<file path="src/rtl/legv8_mem_arbiter.sv">
// -----------------------------------------------------------------------------
// legv8_mem_arbiter
//   Shares one single-port memory between the LEGv8 instruction-fetch port (IF)
//   and the data port (DM, serving STUR/LDUR). Each access is a req/ack
//   handshake on the requester side and a mem_req/mem_ready transaction on the
//   memory side. Contention is resolved round-robin: the port that was not
//   granted last wins a tie.
//
//   Optional feature macro: LEGV8_ARB_TIMEOUT_EN
//     defined   : an access stuck in BUSY for TIMEOUT_CYCLES cycles is aborted,
//                 acked with err=1 and read data forced to 0.
//     undefined : BUSY waits indefinitely for mem_ready; err is tied 0.
//
// Ports
//   clock, reset           rising-edge clock, synchronous active-high reset
//   if_req/if_addr         fetch request (held until if_ack) and byte address
//   if_rdata/if_ack        fetched word (valid with ack) and 1-cycle ack pulse
//   dm_req/dm_we           data request (held until dm_ack), 1=store 0=load
//   dm_addr/dm_wdata       data address and store data
//   dm_rdata/dm_ack        load data (valid with ack) and 1-cycle ack pulse
//   mem_req/mem_we         access in progress, write strobe (qualified by req)
//   mem_addr/mem_wdata     registered access address / write data
//   mem_rdata/mem_ready    read data and completion strobe from memory
//   err                    timeout-abort flag, valid with either ack
// -----------------------------------------------------------------------------
module legv8_mem_arbiter #(
  parameter int unsigned ADDR_WIDTH     = 64,
  parameter int unsigned DATA_WIDTH     = 64,
  parameter int unsigned TIMEOUT_CYCLES = 16
) (
  input  logic                  clock,
  input  logic                  reset,
  input  logic                  if_req,
  input  logic [ADDR_WIDTH-1:0] if_addr,
  output logic [DATA_WIDTH-1:0] if_rdata,
  output logic                  if_ack,
  input  logic                  dm_req,
  input  logic                  dm_we,
  input  logic [ADDR_WIDTH-1:0] dm_addr,
  input  logic [DATA_WIDTH-1:0] dm_wdata,
  output logic [DATA_WIDTH-1:0] dm_rdata,
  output logic                  dm_ack,
  output logic                  mem_req,
  output logic                  mem_we,
  output logic [ADDR_WIDTH-1:0] mem_addr,
  output logic [DATA_WIDTH-1:0] mem_wdata,
  input  logic [DATA_WIDTH-1:0] mem_rdata,
  input  logic                  mem_ready,
  output logic                  err
);

  typedef enum logic [1:0] {
    S_IDLE = 2'd0,
    S_BUSY = 2'd1,
    S_RESP = 2'd2
  } state_e;

  state_e                state_q, state_d;
  logic                  last_dm_q, last_dm_d;   // 1: DM was granted last
  logic                  gnt_dm_q, gnt_dm_d;     // owner of the current access
  logic                  mem_req_q, mem_req_d;
  logic                  mem_we_q, mem_we_d;
  logic [ADDR_WIDTH-1:0] mem_addr_q, mem_addr_d;
  logic [DATA_WIDTH-1:0] mem_wdata_q, mem_wdata_d;
  logic [DATA_WIDTH-1:0] if_rdata_q, if_rdata_d;
  logic [DATA_WIDTH-1:0] dm_rdata_q, dm_rdata_d;
  logic                  if_ack_q, if_ack_d;
  logic                  dm_ack_q, dm_ack_d;
  logic                  pick_dm;

`ifdef LEGV8_ARB_TIMEOUT_EN
  localparam int unsigned CNT_W = (TIMEOUT_CYCLES > 1) ? $clog2(TIMEOUT_CYCLES) : 1;
  logic [CNT_W-1:0]      cnt_q, cnt_d;
  logic                  err_q, err_d;
`endif

  // DM wins only if IF is idle, or both request and IF was served last.
  assign pick_dm = dm_req & (~if_req | ~last_dm_q);

  always_comb begin
    state_d     = state_q;
    last_dm_d   = last_dm_q;
    gnt_dm_d    = gnt_dm_q;
    mem_req_d   = mem_req_q;
    mem_we_d    = mem_we_q;
    mem_addr_d  = mem_addr_q;
    mem_wdata_d = mem_wdata_q;
    if_rdata_d  = if_rdata_q;
    dm_rdata_d  = dm_rdata_q;
    if_ack_d    = 1'b0;
    dm_ack_d    = 1'b0;
`ifdef LEGV8_ARB_TIMEOUT_EN
    cnt_d       = cnt_q;
    err_d       = 1'b0;
`endif

    unique case (state_q)
      S_IDLE: begin
        if (if_req || dm_req) begin
          gnt_dm_d  = pick_dm;
          last_dm_d = pick_dm;
          mem_req_d = 1'b1;
          if (pick_dm) begin
            mem_we_d    = dm_we;
            mem_addr_d  = dm_addr;
            mem_wdata_d = dm_wdata;
          end else begin
            mem_we_d    = 1'b0;
            mem_addr_d  = if_addr;
            mem_wdata_d = '0;
          end
`ifdef LEGV8_ARB_TIMEOUT_EN
          cnt_d = '0;
`endif
          state_d = S_BUSY;
        end
      end

      S_BUSY: begin
        if (mem_ready) begin
          mem_req_d = 1'b0;
          if (!mem_we_q) begin
            if (gnt_dm_q) dm_rdata_d = mem_rdata;
            else          if_rdata_d = mem_rdata;
          end
          if (gnt_dm_q) dm_ack_d = 1'b1;
          else          if_ack_d = 1'b1;
          state_d = S_RESP;
        end
`ifdef LEGV8_ARB_TIMEOUT_EN
        else if (cnt_q == CNT_W'(TIMEOUT_CYCLES - 1)) begin
          mem_req_d = 1'b0;
          err_d     = 1'b1;
          if (gnt_dm_q) begin
            dm_ack_d   = 1'b1;
            dm_rdata_d = '0;
          end else begin
            if_ack_d   = 1'b1;
            if_rdata_d = '0;
          end
          state_d = S_RESP;
        end else begin
          cnt_d = cnt_q + CNT_W'(1);
        end
`endif
      end

      S_RESP: begin
        // Ack is high for this cycle only; requests are looked at again in IDLE.
        state_d = S_IDLE;
      end

      default: state_d = S_IDLE;
    endcase
  end

  always_ff @(posedge clock) begin
    if (reset) begin
      state_q     <= S_IDLE;
      last_dm_q   <= 1'b1;
      gnt_dm_q    <= 1'b0;
      mem_req_q   <= 1'b0;
      mem_we_q    <= 1'b0;
      mem_addr_q  <= '0;
      mem_wdata_q <= '0;
      if_rdata_q  <= '0;
      dm_rdata_q  <= '0;
      if_ack_q    <= 1'b0;
      dm_ack_q    <= 1'b0;
`ifdef LEGV8_ARB_TIMEOUT_EN
      cnt_q       <= '0;
      err_q       <= 1'b0;
`endif
    end else begin
      state_q     <= state_d;
      last_dm_q   <= last_dm_d;
      gnt_dm_q    <= gnt_dm_d;
      mem_req_q   <= mem_req_d;
      mem_we_q    <= mem_we_d;
      mem_addr_q  <= mem_addr_d;
      mem_wdata_q <= mem_wdata_d;
      if_rdata_q  <= if_rdata_d;
      dm_rdata_q  <= dm_rdata_d;
      if_ack_q    <= if_ack_d;
      dm_ack_q    <= dm_ack_d;
`ifdef LEGV8_ARB_TIMEOUT_EN
      cnt_q       <= cnt_d;
      err_q       <= err_d;
`endif
    end
  end

  assign mem_req   = mem_req_q;
  assign mem_we    = mem_we_q;
  assign mem_addr  = mem_addr_q;
  assign mem_wdata = mem_wdata_q;
  assign if_rdata  = if_rdata_q;
  assign dm_rdata  = dm_rdata_q;
  assign if_ack    = if_ack_q;
  assign dm_ack    = dm_ack_q;

`ifdef LEGV8_ARB_TIMEOUT_EN
  assign err = err_q;
`else
  assign err = 1'b0;
  // TIMEOUT_CYCLES has no effect without the timeout feature.
  if (TIMEOUT_CYCLES == 0) begin : g_timeout_unused
  end
`endif

endmodule

</file>
<file path="config.mk">
export PLATFORM = sky130hd
export DESIGN_NAME = legv8_mem_arbiter
export DESIGN_NICKNAME = d
export VERILOG_FILES = /design/src/rtl/legv8_mem_arbiter.sv
export SDC_FILE = /design/constraint.sdc
export NUM_CORES = 1
export LEC_CHECK = 0
export CAP_MARGIN = 20
export CORE_AREA = 4 4 201 203
export CTS_BUF_LIST = sky130_fd_sc_hd__clkbuf_4 sky130_fd_sc_hd__clkbuf_8
export CTS_CLUSTER_SIZE = 16
export DETAILED_ROUTE_END_ITERATION = 8
export DIE_AREA = 0 0 205 207
export GPL_TIMING_DRIVEN = 0
export SLEW_MARGIN = 10
export SYNTH_ARGS = -nofsm -noshare
export SYNTH_HDL_FRONTEND = slang
export SYNTH_SLANG_ARGS = --single-unit
</file>
<file path="constraint.sdc">
create_clock -name clock -period 1.4 [get_ports clock]
set_clock_uncertainty 0.1 [all_clocks]
set_input_delay 0.14 -clock clock [delete_from_list [all_inputs] [get_ports clock]]
set_output_delay 0.14 -clock clock [all_outputs]
set_load 0.005 [all_outputs]
</file>
-- After elaboration in Yosys (flattened, before gate mapping)
Cells that the tools add are included.
- add/subtract/negate cells: 0
- multiply operators: 0
- divide/modulo/power cells: 0
- $lt $le $gt $ge: 0
- equality and inequality tests: 3
- shift-type cells: 0
- mux-type cells: 11
- bitwise operators: 8
- reduce and logical (&&, ||, !) cells: 9
- operator list (cell ; number):
    64-bit 2-to-1 mux ; 2
    4-bit AND reduction ; 2
    1-bit inverter ; 6
    1-bit 2-to-1 mux ; 5
    2-bit 2-to-1 mux ; 2
    2-bit != test (second input constant) ; 2
    2-bit case mux with 2 select lines ; 1
    2-bit AND reduction ; 2
    3-bit AND reduction ; 1
    3-bit OR reduction ; 1
    2-bit by 1-bit equality test with 1-bit output (second input constant) ; 1
    2-bit logical NOT ; 1
    1-bit case mux with 2 select lines ; 1
    2-bit nonzero test ; 1
    1-bit bitwise AND ; 1
    1-bit logical OR ; 1
    1-bit bitwise OR ; 1
- register bits: 264
- bits in latches: 0
- RAM bits: 0
- ROM bits: 0
- logic and storage cells: 42
- memories kept: 0

-- Logic depth before layout (Yosys ltp)
- depth in word-level cells: 4
- gate-level depth with buffers: 6
- gate-level depth less buffers: 3

-- Least setup slack after synthesis
Ideal clock, no wire load.
- kind: reg-to-reg
- start point: reg state_q[0]
- end point: reg dm_rdata_q[10], in the netlist dm_rdata[10]
- arrival time: 1.286 ns
- data required time: 1.182 ns
- path slack: -0.104 ns
- stages on the path, launching flop included: 6
- cells stage by stage: dfxtp_1 nand3b_4 or3b_4 buf_12 buf_12 mux2i_1
- cells in the longest elaborated chain, start to end: 2
- ends and longest elaborated chain (element ; line ; text):
    start, declared ; 58 ; state_e state_q, state_d;
    start signal, assigned ; 175 ; state_q <= state_d;
    2-bit by 1-bit equality test with 1-bit output ; 97 ; unique case (state_q)
    4-bit AND reduction (no source line) ; - ;
    end signal, assigned ; 183 ; dm_rdata_q <= dm_rdata_d;
    end, declared ; 66 ; logic [DATA_WIDTH-1:0] dm_rdata_q, dm_rdata_d;
Every way passes these cells.
A chain may end at the register's enable or synchronous reset.

-- Worst setup path after layout
- start point: reg state_q[1]
- end point: reg dm_rdata_q[38], in the netlist dm_rdata[38]
Same word-level chain as after synthesis.

==> metrics.cfg <==
[run_status]
status = finished, violations left
violations = negative setup slack

[setup_path]
r2r_start = state_q[1]$_SDFFE_PP0P_
r2r_cells = 5
timing.rr.end = dm_rdata[38]$_SDFFE_PP0P_
crit_chain = nand3b_4, or3b_4, buf_12, buf_12, mux2i_1
startpoint = state_q[1]$_SDFFE_PP0P_
critPathMostFrequentCell = buf_12
rrSetupSlack_ps = -200
crit_path_end = dm_rdata[38]$_SDFFE_PP0P_
crit_buf_inv = 2
cp_num_cells = 5
start_kind = flip-flop
path_class = flip-flop to flip-flop
cp_top_family = simple AND/OR/NAND/NOR gates
endpoint_kind = flip-flop
critPathSlowestCell = or3b_4
path_max_fanout = 10
slowest_delay_ps = 390
cp_data_required_time_ps = 1800
worst_ep_arrival_time_ps = 1990

[drt]
vias = 10931
drt-pass1-iter-count = 4
wl_per_cell_um = 20.8
drtIter0Drc = 443
ant_nets = 0
remaining_drc_errors = 0
vias_per_cell = 4.63
routed_wl_um = 49200

[layout]
fillers = 3464
syn_to_final_growth_pct = 88.6
design_area_sq_mm = 0.0199
final_nets = 2069
drive_gt1_share_pct = 42.0
final_util_pct = 51.6
antenna_cells = 0

[placed_design]
dp_hpwl_um = 33600
gp_congestion = 0.877
port_buffers = 521
dpl-instance-area_sq_mm = 0.0164

[clock_tree]
clock_latency_ps = 580
ctsRootBufferMaster = clkbuf_8
tritoncts = yes
clock_path_buffers = 3
htree_levels = 2
path_clk_slew_ps = 60
cts-buffers-inserted = 47
cts.sinks = 264

[synth]
synth_largest_area_cell = dfxtp_1
syn_inst = 1025
syn_avg_cell_area_sq_um = 10.3
yosysWarnings = 0
synth_area_leaders = dfxtp_1, mux2i_1, nand2b_1
syn-num-nets = 1287
synthDistinctLibCells = 26
synth_top_area_share_pct = 50.2
synth_area_sq_mm = 0.0105
seq_area_frac_synth_pct = 50.2
synth.ff_latch_count = 264

[sta]
final_max_slew_viol_count = 0
slew_headroom_pct = 56.5
finalSetupViolCount = 257
rsz0062_at_grt = yes
tightest_slew_ps = 652
setup_tns_ps = -26690
min_period_ps = 1600
finalCritPeriodShare_pct = 114
whs_ps = 54.7
clock.fmax_ghz = 0.626
hold_violations = 0
setup_slack_ps = -198

[grt]
grtUsageTotal_pct = 20.7
grt-ovfl-total = 0
grt_pass1_vias = 11100
grt_max_degree = 12
antenna_found_initial = 1
grt_pass1_wl_um = 68900

[floorplan]
rows = 72
pin_count = 523
fp.dieArea_sq_mm = 0.0424
start_util_pct = 27.4
die_x_um = 205
fp.dieH_um = 207
core_sq_mm = 0.0385

[power_and_ir_drop]
p_leak_nw = 8.96
p_per_area_mw_per_mm2 = 1050
power.total_mw = 20.9
peakVddDrop_v = 0.000647

[worst_hold_path]
hold_class = primary input to flip-flop

[job]
timing.max_cap.violations = 0

[registers in the layout (all words and copies together) (netlist names)]
register   count
if_rdata      64
last_dm_q      1
mem_addr      64
mem_we         1
mem_req        1
state_q        2
dm_ack         1
gnt_dm_q       1
dm_rdata      64
mem_wdata     64
if_ack         1
[area by class of cell]
type | count | area, sq um | share of cell area [%]
repair buffers | 736 | 6500 | 32.8
flip-flops and latches | 264 | 5510 | 27.7
multi-input cells | 669 | 5110 | 25.7
plain buffers | 89 | 1040 | 5.25
clock buffers | 73 | 942 | 4.74
well taps | 518 | 648 | 3.26
clock inverters | 11 | 105 | 0.529
[per-layer routing]
metal / wire length [um] / track usage [%] / vias up
li1: - / - / 5168
met1: 19200 / 23.5 / 5224
met2: 24800 / 36.9 / 440
met3: 3330 / 5.43 / 97
met4: 1880 / 7.97 / 2
met5: 12 / 0 / -
[worst min-delay path, delay by kind of cell]
kind                   cells  cell delay (ps)
AO/OA/AOI/OAI              1               80
buffers and inverters      1              420
AND/OR/NAND/NOR            1               60
[stage by stage]
stage	setup WS, ps	instances
after floorplan	-73.6	1025
after global placement	-1300	2064
after detailed placement	-1310	2064
after CTS	-171	2323
after global routing	-242	2360
final	-198	2360
[where the power goes]
| group | total [mW] | switching [mW] | leakage (nW) | internal [mW] |
|---|---|---|---|---|
| logic | 4.63 | 1.92 | 6.17 | 2.71 |
| clock network | 7.97 | 3.33 | 0.562 | 4.64 |
| registers | 8.27 | 0.268 | 2.23 | 8.00 |
[kinds of logic after synthesis]
kind of cell / count (synthesis) / share of synthesized area (%)
buffers and inverters: 94 / 5.66
AOI/OAI and AO/OA: 203 / 15.0
and+or+nand+nor: 335 / 16.9
DFF: 264 / 50.2
muxes: 128 / 12.2
other: 1 / 0.0356
[synthesized netlist by cell type]
library cell,n
or2_1,1
nor2_2,1
a21bo_2,2
nor2_1,1
mux2i_1,128
a21oi_1,70
o21bai_1,1
buf_4,14
nand2b_1,192
conb_1,1
buf_2,25
nand2_1,131
a22o_1,65
a311oi_2,10
buf_12,7
or3b_2,1
or3b_4,1
and2_1,2
nand3b_4,1
nor3_1,2
dfxtp_1,264
a311oi_1,54
buf_6,6
clkbuf_1,42
and3_1,2
a21boi_0,1
[cells in the final DEF, fill, tap and decap left out, types with 65 or more instances in the layout]
cell type,instances
buf_2,260
clkdlybuf4s50_1,259
nand2b_1,192
dfxtp_2,166
mux2i_1,127
dlygate4sd3_1,116
nand2_1,115
dfxtp_1,94
clkbuf_8,67
a22o_1,65
[what timing repair did]
item | 4_1_cts | 5_1_grt
setup buffers | 53 | 16
endpoints found under the setup margin | 520 | 267
gates cloned | 10 | 26
resized for setup | 1393 | 118
hold buffers | 115 | 1
hold endpoints to repair | 94 | 1
pin swaps | 30 | 45
[worst min-delay path by stage]
stage,start,endpoint,slack [ps],cells past startpoint
3_3_place_gp,mem_req$_SDFFE_PP0P_,mem_req$_SDFFE_PP0P_,350,2
6_report,dm_addr[51],mem_addr[51]$_SDFFE_PP0P_,50,3
5_1_grt,dm_wdata[16],mem_wdata[16]$_SDFFE_PP0P_,10,2
3_5_place_dp,mem_wdata[5]$_SDFFE_PP0P_,mem_wdata[5]$_SDFFE_PP0P_,350,1
2_1_floorplan,dm_wdata[0],mem_wdata[0]$_SDFFE_PP0P_,170,1
4_1_cts,mem_rdata[11],if_rdata[11]$_SDFFE_PP0P_,0.3,3
Note: power is estimated with default switching activity, not from simulation.
